===== config.mk =====
export PLATFORM = sky130hd
export DESIGN_NAME = burst_adapter
export DESIGN_NICKNAME = d
export VERILOG_FILES = /design/src/rtl/burst_adapter.sv
export SDC_FILE = /design/constraint.sdc
export NUM_CORES = 1
export LEC_CHECK = 0
export CORE_AREA = 2 2 280 282
export DETAILED_ROUTE_END_ITERATION = 7
export DIE_AREA = 0 0 282 284
export PLACE_DENSITY_LB_ADDON = 0.25
export SLEW_MARGIN = 20
export SYNTH_ARGS = -nofsm -noshare
export SYNTH_HDL_FRONTEND = slang
export SYNTH_SLANG_ARGS = --single-unit

===== constraint.sdc =====
create_clock -name clk -period 2.7 [get_ports clk]
set_clock_uncertainty 0.2 [all_clocks]
set_input_delay 0.27 -clock clk [delete_from_list [all_inputs] [get_ports clk]]
set_output_delay 0.27 -clock clk [all_outputs]
set_load 0.02 [all_outputs]

===== src/rtl/burst_adapter.sv =====
// rtl/burst_adapter.sv - whole-cacheline to fixed-length memory burst adapter
// One line transaction in flight; reads gather beats, writes split a latched line.
module burst_adapter #(
  parameter int LINE_WIDTH  = 256,
  parameter int BURST_WIDTH = 64,
  parameter int ADDR_WIDTH  = 32
) (
  input  logic                  clk,
  input  logic                  rst,
  input  logic                  line_read_i,
  input  logic                  line_write_i,
  input  logic [ADDR_WIDTH-1:0] line_address_i,
  input  logic [LINE_WIDTH-1:0] line_wdata_i,
  output logic [LINE_WIDTH-1:0] line_rdata_o,
  output logic                  line_resp_o,
  input  logic [BURST_WIDTH-1:0] mem_rdata_i,
  input  logic                  mem_resp_i,
  output logic                  mem_read_o,
  output logic                  mem_write_o,
  output logic [BURST_WIDTH-1:0] mem_wdata_o,
  output logic [ADDR_WIDTH-1:0] mem_address_o
);

  localparam int BEATS = LINE_WIDTH / BURST_WIDTH;
  localparam int CW = (BEATS > 1) ? $clog2(BEATS) : 1;
  localparam logic [CW-1:0] LAST_BEAT = CW'(BEATS - 1);

  localparam logic [1:0] IDLE  = 2'd0;
  localparam logic [1:0] READ  = 2'd1;
  localparam logic [1:0] WRITE = 2'd2;
  localparam logic [1:0] DONE  = 2'd3;

  logic [1:0]                        state;
  logic [CW-1:0]                     count;
  logic [ADDR_WIDTH-1:0]             addr_q;
  logic [BEATS-1:0][BURST_WIDTH-1:0] rbuf;
  logic [BEATS-1:0][BURST_WIDTH-1:0] wbuf;

  always_ff @(posedge clk) begin
    if (rst) begin
      state  <= IDLE;
      count  <= '0;
      addr_q <= '0;
      rbuf   <= '0;
      wbuf   <= '0;
    end else begin
      case (state)
        IDLE: begin
          // Write wins when both requests arrive together.
          if (line_write_i) begin
            addr_q <= line_address_i;
            wbuf   <= line_wdata_i;
            count  <= '0;
            state  <= WRITE;
          end else if (line_read_i) begin
            addr_q <= line_address_i;
            count  <= '0;
            state  <= READ;
          end
        end
        READ: begin
          if (mem_resp_i) begin
            rbuf[count] <= mem_rdata_i;
            if (count == LAST_BEAT) state <= DONE;
            else count <= count + 1'b1;
          end
        end
        WRITE: begin
          if (mem_resp_i) begin
            if (count == LAST_BEAT) state <= DONE;
            else count <= count + 1'b1;
          end
        end
        DONE: state <= IDLE;
        default: state <= IDLE;
      endcase
    end
  end

  // Moore decodes only; nothing from the line side reaches these outputs.
  assign mem_read_o    = (state == READ);
  assign mem_write_o   = (state == WRITE);
  assign line_resp_o   = (state == DONE);
  assign mem_wdata_o   = (state == WRITE) ? wbuf[count] : '0;
  assign mem_address_o = addr_q;
  assign line_rdata_o  = rbuf;

endmodule


==> load_flow_metrics.sql <==
INSERT INTO impl_metrics (metric_group, metric, value, unit) VALUES
('run_status', 'run_status', 'complete, no violations', ''),
('worst_setup_path', 'critical_path_class', 'flop to output pin', ''),
('worst_setup_path', 'regToRegSetupSlack', '0.53', 'ns'),
('flow_run', 'max-cap-violations', '0', ''),
('logic_synthesis', 'seq_area_frac_synth', '52.8', '%'),
('power', 'ir_worst_vdd', '0.537', 'mV'),
('cells_and_area', 'area.growth.synth_to_final', '63.1', '%'),
('worst_setup_path', 'crit_path_end_kind', 'output pin', ''),
('grt', 'grt_util_all_layers', '19.7', '%'),
('worst_setup_path', 'cpPeakStageDelay', '0.55', 'ns'),
('logic_synthesis', 'synth_seq_cells', '548', ''),
('timing', 'measured_slew_at_the_worst_slew_check_pin', '0.644', 'ns'),
('grt', 'first_global_vias', '20100', ''),
('place', 'place_worst_setup_slack', '0.207', 'ns'),
('grt', 'grt.overflow.total', '0', ''),
('place', 'gp_congestion', '0.845', ''),
('drt', 'detail_route.first_pass.iterations', '5', ''),
('place', 'dp_hpwl', '57000', 'µm'),
('drt', 'drt-vias-per-instance', '4.55', ''),
('logic_synthesis', 'biggest_area_consumer_among_synthesized_cells', 'sky130_fd_sc_hd__dfxtp_1', ''),
('place', 'port-buffer-count', '711', ''),
('grt', 'grt_first_pass_wirelength', '122000', 'µm'),
('floorplan', 'floorplan.die_area', '80100', 'µm²'),
('place', 'place_area', '29400', 'µm²'),
('place', 'placedCellCount', '4174', ''),
('logic_synthesis', 'syn_nets', '2918', ''),
('timing', 'layout_worst_path_cycle_share', '97.8', '%'),
('worst_setup_path', 'crit_path_end', 'mem_wdata_o[3]', ''),
('drt', 'vias', '20569', ''),
('floorplan', 'effective_utilization_at_floorplan', '27.0', '%'),
('timing', 'postLayoutSetupSlackWorst', '0.0590', 'ns'),
('power', 'power.density_cell_area', '759', 'nW/µm²'),
('worst_setup_path', 'worst_path_dominant_cell_family', 'multiplexers', ''),
('timing', 'unrepaired_setup_endpoints_after_global_routing', 'yes', ''),
('clock_network', 'cts.clk_slew.worst_paths', '0.06', 'ns'),
('clock_network', 'htree_num_levels', '3', ''),
('logic_synthesis', 'synth.cell_area', '20800', 'µm²'),
('drt', 'drt-wirelength-per-cell', '18.0', 'µm'),
('cells_and_area', 'fraction_of_final_layout_cells_with_drive_strength_greater_than_1', '9.52', '%'),
('floorplan', 'coreArea', '77000', 'µm²'),
('cells_and_area', 'utilization', '44.0', '%'),
('worst_setup_path', 'critical_register_to_register_path_endpoint', 'wbuf[37]', ''),
('clock_network', 'cts_num_sinks', '548', ''),
('timing', 'final.setup.tns', '0', 'ns'),
('worst_setup_path', 'cp_cell_sequence', 'buf_8 -> mux4_2 -> and2_1 -> clkdlybuf4s15_1', ''),
('drt', 'first_iter_violations', '1046', ''),
('logic_synthesis', 'netlist_top_cells_area', 'sky130_fd_sc_hd__dfxtp_1 (53%), sky130_fd_sc_hd__nand2_1 (20%), sky130_fd_sc_hd__a21oi_1 (13%), sky130_fd_sc_hd__mux4_2 (6.9%), sky130_fd_sc_hd__clkbuf_1 (2.2%)', ''),
('cells_and_area', 'final_cells', '4517', ''),
('worst_setup_path', 'setup.worst_path.start', 'count[0]', ''),
('worst_setup_path', 'worst-r2r-cell-count', '6', ''),
('floorplan', 'num_io_pins', '712', ''),
('timing', 'final-max-slew-violation-count', '0', ''),
('drt', 'drcViolationCount', '0', ''),
('floorplan', 'chipHeight', '284', 'µm'),
('floorplan', 'die-width', '282', 'µm'),
('worst_setup_path', 'crit_required', '2.23', 'ns'),
('timing', 'slew-limit-headroom', '57.0', '%'),
('clock_network', 'cts_root_buf', 'sky130_fd_sc_hd__clkbuf_16', ''),
('cells_and_area', 'final_nets', '3786', ''),
('drt', 'route.antenna.remaining_nets', '0', ''),
('timing', 'finalSetupViolCount', '0', ''),
('clock_network', 'number_of_buffers_inserted_during_clock_tree_synthesis', '66', ''),
('worst_setup_path', 'critical_path_arrival', '2.17', 'ns'),
('floorplan', 'rows', '102', ''),
('worst_setup_path', 'worstPathMaxFanout', '6', ''),
('clock_network', 'cts-root-to-sink-buffers', '3', ''),
('grt', 'pin_count_of_the_biggest_net_entering_global_routing', '94', ''),
('timing', 'fmax', '0.379', 'GHz'),
('drt', 'finalWirelength', '81400', 'µm'),
('grt', 'antenna_violations_before_repair', '18', ''),
('clock_network', 'insertion_delay', '0.58', 'ns');
-- metrics by stage --
stage / hold WS, ns / power (µW)
2_1_floorplan: 0.206 / 13200
3_3_place_gp: 0.240 / 16000
3_5_place_dp: 0.244 / 16100
4_1_cts: 0.000284 / 26200
5_1_grt: 0.0156 / 27000
6_report: 0.0375 / 25700
-- layer usage --
metal | global-route usage, % | vias to the layer above | part of all wire [%]
li1 | - | 10097 | -
met4 | 8.35 | 20 | 3.9
met1 | 22.4 | 9590 | 39
met5 | 0 | - | 0.15
met3 | 6.27 | 174 | 8.3
met2 | 33.6 | 688 | 48
-- worst register-to-register path, stage by stage (launching register included) --
cell                      delay (ns)
sky130_fd_sc_hd__dfxtp_1        0.33
sky130_fd_sc_hd__inv_1          0.09
sky130_fd_sc_hd__ha_1           0.38
sky130_fd_sc_hd__and2_4         0.50
sky130_fd_sc_hd__buf_12         0.35
sky130_fd_sc_hd__nand2_1        0.11
sky130_fd_sc_hd__a21oi_1        0.15
-- registers in the layout, summed over array words and instances, names as in the netlist --
signal and count:
mem_address_o 32, state 2, wbuf 256, count 2
line_rdata_o 256
-- cell usage after synthesis --
cell type	n
sky130_fd_sc_hd__nand2_1	1090
sky130_fd_sc_hd__dfxtp_1	548
sky130_fd_sc_hd__a21oi_1	546
sky130_fd_sc_hd__clkbuf_1	122
sky130_fd_sc_hd__and2_1	65
sky130_fd_sc_hd__mux4_2	64
sky130_fd_sc_hd__buf_2	54
sky130_fd_sc_hd__buf_1	18
sky130_fd_sc_hd__ha_1	8
sky130_fd_sc_hd__buf_4	5
sky130_fd_sc_hd__and3_1	4
sky130_fd_sc_hd__inv_1	4
sky130_fd_sc_hd__nand3_1	4
sky130_fd_sc_hd__a211o_1	2
sky130_fd_sc_hd__a31oi_1	2
sky130_fd_sc_hd__nand2b_1	2
sky130_fd_sc_hd__nor2b_1	2
sky130_fd_sc_hd__o21ai_0	2
sky130_fd_sc_hd__a2111oi_0	1
sky130_fd_sc_hd__a21boi_0	1
sky130_fd_sc_hd__buf_6	1
sky130_fd_sc_hd__nand4_1	1
sky130_fd_sc_hd__nor2_1	1
sky130_fd_sc_hd__nor3_1	1
sky130_fd_sc_hd__nor3b_1	1
sky130_fd_sc_hd__o21a_1	1
sky130_fd_sc_hd__o21ai_1	1
sky130_fd_sc_hd__or3b_2	1
sky130_fd_sc_hd__or4_1	1
-- kinds of logic (layout without fill, tap and decap cells) --
kind of cell	Yosys count	after routing	synth area share [%]
AO/OA/AOI/OAI	556	556	13.5
adder cells (fa/ha/maj)	8	8	0.482
buffers and inverters	204	1119	4.14
flip-flops	548	548	52.8
multiplexers	64	64	6.94
other	0	9	0
AND/OR/NAND/NOR	1173	1173	22.2
-- worst min-delay path by stage --
stage | from | cells past startpoint | to | slack (ns)
floorplan | line_wdata_i[0] | 2 | wbuf[0] | 0.21
global placement | wbuf[149] | 2 | wbuf[149] | 0.24
detailed placement | wbuf[130] | 2 | wbuf[130] | 0.24
CTS | line_wdata_i[233] | 3 | wbuf[233] | 0.0003
global route | line_wdata_i[243] | 3 | wbuf[243] | 0.02
finish | line_address_i[1] | 3 | mem_address_o[1] | 0.04
-- cell usage in the layout, fill, tap and decap left out, types with 14 or more instances in the layout --
cell type / Yosys / layout
sky130_fd_sc_hd__a21oi_1: 546 / 546
sky130_fd_sc_hd__clkdlybuf4s50_1: 0 / 644
sky130_fd_sc_hd__clkbuf_16: 0 / 67
sky130_fd_sc_hd__nand2_1: 1090 / 1089
sky130_fd_sc_hd__clkbuf_1: 122 / 14
sky130_fd_sc_hd__dfxtp_1: 548 / 546
sky130_fd_sc_hd__buf_2: 54 / 32
sky130_fd_sc_hd__buf_6: 1 / 14
sky130_fd_sc_hd__buf_12: 0 / 41
sky130_fd_sc_hd__dlygate4sd3_1: 0 / 212
sky130_fd_sc_hd__and2_1: 65 / 47
sky130_fd_sc_hd__buf_4: 5 / 39
sky130_fd_sc_hd__mux4_2: 64 / 64
sky130_fd_sc_hd__and2_4: 0 / 18
-- area by class of cell --
class	count	area, µm²
fillers	7690	43100
inverters	4	15.0
repair buffers	1000	10200
flip-flops and latches	548	11000
multi-input cells	1801	9030
well taps	1040	1300
diodes	9	22.5
clock buffers	91	1870
clock inverters	24	434
-- power by group --
group | total (µW) | switching (µW) | internal, µW
logic | 6720 | 3630 | 3100
registers | 9610 | 552 | 9060
clock network | 9400 | 3660 | 5740
total | 25700 | 7840 | 17900
-- timing repair --
action / CTS / global route
gates cloned: 4 / 0
gates resized for setup: 297 / 25
hold endpoints to repair: 240 / 0
hold buffers: 212 / 0
buffers inserted: 6 / 0
pin swaps: 6 / 1
setup endpoints to repair: 66 / 47
No activity file was read; power rests on OpenSTA's default activity.
